`config.mk`:
```
export PLATFORM = sky130hd
export DESIGN_NAME = cache_arbiter
export DESIGN_NICKNAME = d
export VERILOG_FILES = /design/src/rtl/cache_arb_pkg.sv /design/src/rtl/cache_arbiter.sv
export SDC_FILE = /design/constraint.sdc
export NUM_CORES = 1
export LEC_CHECK = 0
export ABC_AREA = 1
export BUFFER_PORTS_ARGS = -buffer_cell sky130_fd_sc_hd__clkbuf_2
export CAP_MARGIN = 20
export CELL_PAD_IN_SITES_DETAIL_PLACEMENT = 1
export CELL_PAD_IN_SITES_GLOBAL_PLACEMENT = 1
export CORE_AREA = 4 4 535 537
export DETAILED_ROUTE_END_ITERATION = 8
export DIE_AREA = 0 0 539 541
export PLACE_DENSITY = 0.3
export SYNTH_ARGS = -nofsm -noshare
export SYNTH_HDL_FRONTEND = slang
export SYNTH_SLANG_ARGS = --single-unit
```
`constraint.sdc`:
```
create_clock -name clk -period 1.95 [get_ports clk]
set_clock_uncertainty 0.05 [all_clocks]
set_input_delay 0.585 -clock clk [delete_from_list [all_inputs] [get_ports clk]]
set_output_delay 0.585 -clock clk [all_outputs]
set_load 0.05 [all_outputs]
```
`src/rtl/cache_arb_pkg.sv`:
```
// Shared types and widths for the I/D cache arbiter.
// Holds the arbiter FSM state encoding and bus widths.
package cache_arb_pkg;

  localparam int LINE_W = 256;
  localparam int ADDR_W = 32;

  typedef enum logic [1:0] {
    IDLE,
    SERVE_I,
    SERVE_D,
    RECOVER
  } arb_state_t;

endpackage

```
`src/rtl/cache_arbiter.sv`:
```
// Round-robin arbiter sharing one line-wide memory port between I/D caches.
// Ports: I-cache read req/resp, D-cache read/write-back req/resp, mem_* port.
import cache_arb_pkg::*;

module cache_arbiter (
  input  logic              clk,
  input  logic              rst,
  input  logic              i_pmem_read,
  input  logic [ADDR_W-1:0] i_pmem_address,
  output logic [LINE_W-1:0] i_pmem_rdata,
  output logic              i_pmem_resp,
  input  logic              d_pmem_read,
  input  logic              d_pmem_write,
  input  logic [ADDR_W-1:0] d_pmem_address,
  input  logic [LINE_W-1:0] d_pmem_wdata,
  output logic [LINE_W-1:0] d_pmem_rdata,
  output logic              d_pmem_resp,
  output logic              mem_read,
  output logic              mem_write,
  output logic [ADDR_W-1:0] mem_address,
  output logic [LINE_W-1:0] mem_wdata,
  input  logic [LINE_W-1:0] mem_rdata,
  input  logic              mem_resp
);

  arb_state_t        r_state;
  arb_state_t        w_next;
  logic              r_last_d;
  logic              r_mem_read;
  logic              r_mem_write;
  logic [ADDR_W-1:0] r_mem_address;
  logic [LINE_W-1:0] r_mem_wdata;
  logic              w_i_req;
  logic              w_d_req;
  logic              w_grant_i;
  logic              w_grant_d;

  assign w_i_req = i_pmem_read;
  assign w_d_req = d_pmem_read | d_pmem_write;

  always_comb begin
    w_next      = r_state;
    w_grant_i   = 1'b0;
    w_grant_d   = 1'b0;
    i_pmem_resp = 1'b0;
    d_pmem_resp = 1'b0;
    unique case (r_state)
      IDLE: begin
        // On contention, I wins only if D was served last.
        if (w_i_req && (!w_d_req || r_last_d)) begin
          w_grant_i = 1'b1;
          w_next    = SERVE_I;
        end else if (w_d_req) begin
          w_grant_d = 1'b1;
          w_next    = SERVE_D;
        end
      end
      SERVE_I: begin
        if (mem_resp) begin
          i_pmem_resp = 1'b1;
          w_next      = RECOVER;
        end
      end
      SERVE_D: begin
        if (mem_resp) begin
          d_pmem_resp = 1'b1;
          w_next      = RECOVER;
        end
      end
      RECOVER: w_next = IDLE;
      default: w_next = IDLE;
    endcase
  end

  always_ff @(posedge clk or negedge rst) begin
    if (!rst) begin
      r_state       <= IDLE;
      r_last_d      <= 1'b1;
      r_mem_read    <= 1'b0;
      r_mem_write   <= 1'b0;
      r_mem_address <= '0;
      r_mem_wdata   <= '0;
    end else begin
      r_state <= w_next;
      if (w_grant_i) begin
        r_last_d      <= 1'b0;
        r_mem_read    <= 1'b1;
        r_mem_write   <= 1'b0;
        r_mem_address <= i_pmem_address;
        r_mem_wdata   <= '0;
      end else if (w_grant_d) begin
        // Illegal read+write collapses to a write.
        r_last_d      <= 1'b1;
        r_mem_read    <= ~d_pmem_write;
        r_mem_write   <= d_pmem_write;
        r_mem_address <= d_pmem_address;
        r_mem_wdata   <= d_pmem_wdata;
      end else if (i_pmem_resp || d_pmem_resp) begin
        r_mem_read    <= 1'b0;
        r_mem_write   <= 1'b0;
      end
    end
  end

  assign mem_read     = r_mem_read;
  assign mem_write    = r_mem_write;
  assign mem_address  = r_mem_address;
  assign mem_wdata    = r_mem_wdata;
  assign i_pmem_rdata = mem_rdata;
  assign d_pmem_rdata = mem_rdata;

  a_d_rw_exclusive: assert property (
    @(posedge clk) disable iff (!rst)
    !(d_pmem_read && d_pmem_write)
  ) else $warning("cache_arbiter: D read+write both high, write wins");

endmodule

```
==> flow_summary_export.csv, run 1 <==
group,metric,value,unit
run_status,status,"finished with violations",
run_status,violations,"negative setup slack",
clock_network,tritoncts,"yes",
place,post-place-cells,5776,
layout,layout.nets,3024,
worst_setup_path,ff2ff_path_depth,14,
yosys,synth_cells,1915,
die,ioPinCount,1386,
global_routing,antenna_found_initial,27,
place,place.port_buffers,617,
yosys,syn_avg_cell_area,8.34,um^2
global_routing,grt_overflow,0,
drt,antenna_left,0,
sta,holdWs,66.3,ps
yosys,ys_ff_latch,293,
place,gp_congestion,0.766,
drt,vias_per_cell,2.47,
worst_setup_path,reg2reg_from,"r_state[0]",
drt,drc,0,
drt,via_count,15400,
yosys,ys_seq_area_frac,0.459,
yosys,synth.distinct_cells,21,
worst_setup_path,worstSetupEndpointType,"primary output",
clock_network,clkSinkCount,293,
power,p_per_area,1620,mW/mm^2
sta,setup_viol,352,
global_routing,grt_pass1_vias,16200,
clock_network,cts_root_buf,"clkbuf_16",
clock_network,path_clk_slew,50,ps
sta,slew_violations,0,
die,die_h,541,um
die,rows,195,
die,core_area,0.282,mm^2
worst_setup_path,crit_arrival,1630,ps
drt,drtIter0Drc,664,
yosys,ys_warn_count,0,
power,peakVddDrop,0.748,mV
clock_network,cts_buffers,51,
worst_setup_path,crit_end,"d_pmem_resp",
yosys,syn_nets,2501,
yosys,syn_area,0.0160,mm^2
clock_network,clock_latency,660,ps
place,dp_hpwl,111000,um
global_routing,grt_max_degree,40,
clock_network,h-tree-depth,2,
sta,setup_ws,-317,ps
hold_path,hp-class,"input pin to flip-flop",
worst_setup_path,critPathLaunchType,"flip-flop",
layout,layout.cells.non_filler,6227,
sta,hold_viol,0,
sta,fmax,441,MHz
worst_setup_path,reg2reg_slack,-240,ps
drt,wl_per_cell,23.6,um
layout,drive_gt1_frac,0.592,
global_routing,grt_pass1_wl,173000,um
global_routing,track_usage,0.0893,
drt,drt-total-wl,147000,um
power,p_leak,0.0146,uW
worst_setup_path,r2r-end,"mem_wdata[176]",
sta,fin_crit,2270,ps
worst_setup_path,cp.required,1310,ps
sta,min_period_over_period,1.16,
sta,rsz0062_at_grt,"true",
worst_setup_path,crit_fanout,2,
die,start_util,0.0567,
flow_run,drv_cap,0,
layout,area_growth,102,%
sta,slew_headroom,0.679,
die,die_x,539,um
die,die-area,0.292,mm^2
drt,first_pass_iters,5,
worst_setup_path,crit_path_start,"r_state[0]",
clock_network,clock_path_buffers,3,
worst_setup_path,crit_type,"flip-flop to primary output",
sta,worst_pin_slew,481,ps
==> layer usage <==
layer  track usage  vias up  part of all wire
li1              -     6627                 -
met1        0.0959     7410              0.38
met2         0.128      958              0.42
met3        0.0670      387              0.15
met4        0.0453        6             0.054
met5      0.000658        -           0.00023
==> worst min-delay path by stage <==
stage / start / to / slack [ps] / depth (start not counted)
floorplan: rst / mem_address[0] / 240 / 0
global placement: rst / mem_address[14] / 390 / 1
detailed placement: rst / mem_address[14] / 380 / 1
CTS: d_pmem_wdata[230] / mem_wdata[230] / 0.2 / 3
global route: d_pmem_wdata[189] / mem_wdata[189] / -7 / 3
finish: d_pmem_wdata[189] / mem_wdata[189] / 70 / 3
==> registers in the layout (all words and copies together) (netlist names) <==
| name | count |
|---|---|
| r_last_d | 1 |
| r_state | 2 |
| mem_write | 1 |
| mem_address | 32 |
| mem_wdata | 256 |
| mem_read | 1 |
==> timing repair <==
item,CTS,global route
resized for setup,682,734
pin swaps,16,234
setup buffers,47,115
hold buffers,133,0
hold endpoints to repair,193,0
endpoints found under the setup margin,297,565
gates cloned,6,59
==> power by group <==
group          total [uW]  leakage [uW]  switching (uW)  internal, uW
clock                9270      0.000803            3850          5420
sequential          10900       0.00374            2560          8390
combinational       31900        0.0101           18400         13500
==> through the flow <==
step	power [uW]	setup TNS [ps]	setup WS [ps]	instance area (um^2)	util
global route	55100	-87320	-450	32200	0.114
global placement	30600	-13030	-258	20700	0.0736
finish	52100	-41690	-317	32200	0.114
detailed placement	30600	-12170	-237	20700	0.0736
floorplan	24400	0	325	16000	-
CTS	46000	-33770	-418	27300	0.0970
==> layout make-up <==
class	count	area [um^2]
inverters	42	158
fillers	33000	249000
clock buffers	73	1440
repair buffers	1087	12300
diodes	8	20.0
flip-flops and latches	293	7400
multi-input cells	963	6050
well taps	3743	4680
clock inverters	18	221
==> Yosys cell counts, drive strengths merged <==
master	n	area share
o21a	1	0.00047
dfstp	1	0.0016
inv	42	0.0099
buf	594	0.27
nand2	564	0.13
a21oi	1	0.0010
nand3	353	0.11
nand4	2	0.00078
dfrtp	292	0.46
ha	4	0.0031
o21ai	2	0.00063
nor2	36	0.0089
clkbuf	23	0.0054
==> worst max-delay path, cell delays in order, from the launching register on <==
cell	delay, ps
dfrtp_1	400
inv_2	70
buf_6	100
ha_4	120
nand2_2	40
inv_2	70
clkbuf_16	160
==> cells by family after synthesis <==
logic type,synth area share
AND/OR/NAND/NOR,0.254
flip-flops,0.459
AO/OA/AOI/OAI,0.00212
buffers and inverters,0.282
adder cells (fa/ha/maj),0.00313
==> layout by cell type, fill, tap and decap left out, drive strengths merged <==
master         n
clkinv        10
clkinvlp       3
inv           45
a21oi          1
o21a           1
nand3        353
ha             4
bufinv         2
o21ai          2
nor2          36
dfrtp        292
buf          451
dfstp          1
dlygate4sd3  133
clkbuf       576
nand4          2
nand2        564
diode          8
Note: power is estimated with default switching activity, not from simulation.
==> inputs of run 2 (changes only) <==
Settings changed: BUFFER_PORTS_ARGS -buffer_cell sky130_fd_sc_hd__clkbuf_2 to unset, CORE_AREA 4 4 535 537 to 4 4 538 540, DIE_AREA 0 0 539 541 to 0 0 542 544, DONT_BUFFER_PORTS set to 1.
==> flow_summary_export.csv, run 2 (synthesis results as in run 1) <==
group,metric,value,unit
clock_network,clock_path_buffers,3,
drt,antenna_left,0,
worst_setup_path,crit_fanout,3,
worst_setup_path,path_buf_inv,3,
layout,layout.nets,2461,
drt,via_count,13200,
sta,fin_crit,2190,ps
drt,wl_per_cell,24.7,um
worst_setup_path,crit_chain,"inv_2 > ha_4 > nand2_2 > inv_2 > buf_8",
place,place.port_buffers,0,
die,die-area,0.295,mm^2
worst_setup_path,reg2reg_slack,-50,ps
sta,rsz0062_at_grt,"true",
sta,holdWs,-410,ps
die,rows,196,
worst_setup_path,crit_arrival,1560,ps
layout,largest_reg_flops,256,
worst_setup_path,ff2ff_path_depth,11,
worst_setup_path,r2r-end,"mem_wdata[150]",
die,die_x,542,um
global_routing,grt_overflow,0,
place,dp_hpwl,107000,um
flow_run,drv_cap,0,
clock_network,tritoncts,"yes",
clock_network,clock_latency,640,ps
worst_setup_path,crit_top_cell,"inv_2",
run_status,violations,"negative hold slack, negative setup slack",
sta,hold_viol,292,
die,ioPinCount,1386,
sta,slew_headroom,0.215,
worst_setup_path,cpPeakStageDelay,440,ps
global_routing,antenna_found_initial,52,
die,start_util,0.0561,
worst_setup_path,cp_slowest_cell,"dfrtp_2",
global_routing,grt_pass1_vias,14100,
die,die_h,544,um
global_routing,grt_pass1_wl,162000,um
worst_setup_path,worstSetupEndpointType,"primary output",
sta,min_period_over_period,1.12,
drt,drc,0,
drt,wl_met3,28600,um
clock_network,clkSinkCount,293,
drt,top_layer,"met5",
drt,met2WireLength,56600,um
power,peakVddDrop,0.641,mV
hold_path,hp-class,"input pin to asynchronous set/reset pin",
worst_setup_path,reg2reg_from,"r_state[1]",
layout,drive_gt1_frac,0.293,
clock_network,h-tree-depth,2,
drt,vias_per_cell,2.31,
drt,drtIter0Drc,656,
run_status,status,"finished with violations",
global_routing,track_usage,0.0841,
layout,final_cell_mix,"nand2_1, nand3_1, dlygate4sd3_1",
sta,setup_viol,60,
clock_network,path_clk_slew,60,ps
place,placed_cell_area,0.0180,mm^2
worst_setup_path,cp.required,1310,ps
place,gp_congestion,0.741,
sta,slew_violations,0,
sta,fmax,457,MHz
clock_network,hold_buffers,268,
worst_setup_path,critPathLaunchType,"flip-flop",
sta,worst_pin_slew,1180,ps
global_routing,grt_max_degree,294,
clock_network,cts_buffers,47,
drt,first_pass_iters,5,
power,p_per_area,1700,mW/mm^2
sta,setup_ws,-240,ps
worst_setup_path,cp_top_family,"flip-flops",
die,core_area,0.284,mm^2
drt,m1WireLength,46500,um
clock_network,cts_root_buf,"clkbuf_16",
layout,final_common_cell,"nand2_1",
drt,drt-total-wl,141000,um
worst_setup_path,crit_type,"flip-flop to primary output",
layout,area_growth,55.5,%
power,p_leak,0.0103,uW
layout,final_area,0.0248,mm^2
-- run 2: timing repair --
action	4_1_cts	5_1_grt
buffers inserted	8	22
pin swaps	0	20
endpoints found under the setup margin	285	276
resized for setup	323	120
gates cloned	0	40
endpoints found under the hold margin	561	292
-- run 2: layer usage --
metal,GRT usage,vias to the layer above
li1,-,5479
met1,0.0806,6280
met2,0.117,1003
met3,0.0801,402
met4,0.0465,4
met5,0.00552,-
-- run 2: worst max path at each step --
stage	cells after the start	from	to	slack (ps)
global route	5	r_state[0]	d_pmem_resp	-330
global placement	6	d_pmem_write	mem_wdata[97]	-0.3
detailed placement	8	d_pmem_read	mem_wdata[187]	10
floorplan	8	r_state[0]	mem_wdata[235]	320
CTS	5	r_state[0]	d_pmem_resp	-340
finish	5	r_state[0]	d_pmem_resp	-240
-- run 2: power by group --
| part | switching (uW) | internal, uW |
|---|---|---|
| clock network | 3680 | 5290 |
| registers | 6190 | 8510 |
| logic | 12000 | 6490 |
-- run 2: metrics by stage --
step | instances | power [uW] | TNS (ps) | setup WS [ps] | utilization
final | 5694 | 42100 | -1750 | -240 | 0.0873
after global routing | 5684 | 44800 | -15640 | -330 | 0.0872
after CTS | 5612 | 40400 | -2760 | -340 | 0.0812
after detailed placement | 5251 | 29100 | 0 | 12.6 | 0.0633
after global placement | 5251 | 29000 | -0.308 | -0.308 | 0.0633
after floorplan | 1915 | 24400 | 0 | 325 | -
-- run 2: layout make-up --
type | instances | area [um^2]
clock inverters | 19 | 238
fillers | 33600 | 260000
flip-flops and latches | 293 | 7550
well taps | 3762 | 4710
diodes | 21 | 52.6
inverters | 42 | 158
repair buffers | 528 | 6440
multi-input cells | 963 | 4350
clock buffers | 66 | 1330
==> inputs of run 3 (changes only) <==
Settings changed: CORE_AREA 4 4 538 540 to 4 4 546 548, DIE_AREA 0 0 542 544 to 0 0 550 552.
Clock period 1.95 ns to 2.8 ns, I/O delays scaled along.
==> flow_summary_export.csv, run 3 (synthesis results as in run 1) <==
group,metric,value,unit
run_status,status,"finished with violations",
run_status,violations,"negative hold slack",
layout,largest_reg_flops,256,
drt,drtIter0Drc,667,
sta,hold_viol,95,
die,ioPinCount,1386,
flow_run,drv_cap,0,
sta,setup_ws,167,ps
clock_network,path_clk_slew,70,ps
global_routing,antenna_found_initial,35,
layout,layout.nets,1969,
hold_path,hp-class,"input pin to asynchronous set/reset pin",
layout,final_cell_mix,"nand2_1, nand3_1, dfrtp_1",
power,p_comb_frac,0.206,
die,die-area,0.304,mm^2
drt,wl_per_cell,22.2,um
power,switching_power,13900,uW
global_routing,grt_pass1_vias,12100,
sta,slew_violations,0,
drt,drt-total-wl,119000,um
worst_setup_path,cp.required,1910,ps
drt,first_pass_iters,5,
global_routing,grt_pass1_wl,147000,um
sta,setup_viol,0,
worst_setup_path,crit_arrival,1740,ps
sta,slew_headroom,0.112,
sta,fin_crit,2630,ps
power,p_leak,0.00760,uW
place,gp_congestion,0.760,
drt,antenna_left,0,
power,seqPwrFrac,0.540,
place,dp_slack,515,ps
sta,holdWs,-153,ps
power,swShare,0.562,
layout,final_common_cell,"nand2_1",
clock_network,clkSinkCount,293,
die,start_util,0.0545,
drt,vias_per_cell,2.07,
layout,drive_gt1_frac,0.0860,
sta,worst_pin_slew,1330,ps
power,clockPowerShare,0.254,
power,p_int,10800,uW
worst_setup_path,crit_fanout,3,
clock_network,clock_path_buffers,3,
sta,min_period_over_period,0.940,
clock_network,cts_root_buf,"clkbuf_16",
global_routing,grt_max_degree,294,
clock_network,tritoncts,"yes",
drt,drc,0,
die,rows,199,
global_routing,grt_overflow,0,
layout,area_growth,16.3,%
clock_network,clock_latency,650,ps
global_routing,track_usage,0.0752,
worst_setup_path,critPathLaunchType,"flip-flop",
die,core_area,0.293,mm^2
power,p_per_area,1330,mW/mm^2
die,die_h,552,um
worst_setup_path,crit_type,"flip-flop to primary output",
die,die_x,550,um
sta,fmax,380,MHz
worst_setup_path,worstSetupEndpointType,"primary output",
clock_network,cts_buffers,46,
drt,via_count,11100,
layout,finish.utilization,0.0634,
clock_network,cts_setup_buffers,0,
clock_network,h-tree-depth,2,
place,place.port_buffers,0,
power,peakVddDrop,0.642,mV
clock_network,cts_resized,0,
place,dp_hpwl,98200,um
[run 3: worst paths after layout]
kind                                    from        endpoint  slack (ps)  cells after the start
max in group asynchronous                rst   mem_wdata[92]        1790                      0
hold reg to reg                mem_wdata[17]   mem_wdata[17]         460                      2
setup / recovery                  r_state[1]     i_pmem_resp         170                      4
setup reg to reg                  r_state[0]  mem_wdata[172]         680                      8
hold / removal                           rst  mem_wdata[220]        -150                      0
min in group clk           d_pmem_wdata[221]  mem_wdata[221]         210                      2
[run 3: power groups by stage]
stage,clock (uW),combinational (uW),sequential (uW)
6_report,6260,5100,13300
4_1_cts,6710,5370,13500
3_3_place_gp,0,5250,13600
5_1_grt,6770,5910,13800
3_5_place_dp,0,5360,13600
2_1_floorplan,0,5270,11700
[run 3: per-layer routing]
layer	global-route usage	up-vias	wire length, um	share of wire
met4	0.0413	16	7030	0.059
met2	0.0989	952	44800	0.38
met3	0.0845	357	30300	0.25
li1	-	4468	-	-
met5	0.000317	-	110	0.00092
met1	0.0691	5307	36600	0.31
[run 3: worst max-delay path, cell delays in order (launching register included)]
cell and delay [ps]:
dfrtp_1 390, inv_1 110, ha_1 160, nand2_1 50
inv_1 400
[run 3: per-stage QoR]
step / TNS [ps] / total power [uW] / std cells / instance area [um^2]
5_1_grt: -0.0422 / 26500 / 5339 / 18500
4_1_cts: 0 / 25600 / 5338 / 18500
6_report: 0 / 24700 / 5353 / 18600
2_1_floorplan: 0 / 17000 / 1915 / 16000
3_5_place_dp: 0 / 18900 / 5254 / 17000
3_3_place_gp: 0 / 18900 / 5254 / 17000
[run 3: area by class of cell]
type	count	area (um^2)
Fill cell	34900	274000
Sequential cell	293	7330
Tap cell	3919	4900
Multi-Input combinational cell	963	4160
Clock buffer	61	1300
Timing Repair Buffer	37	428
Clock inverter	23	259
Inverter	42	158
Antenna cell	15	37.5
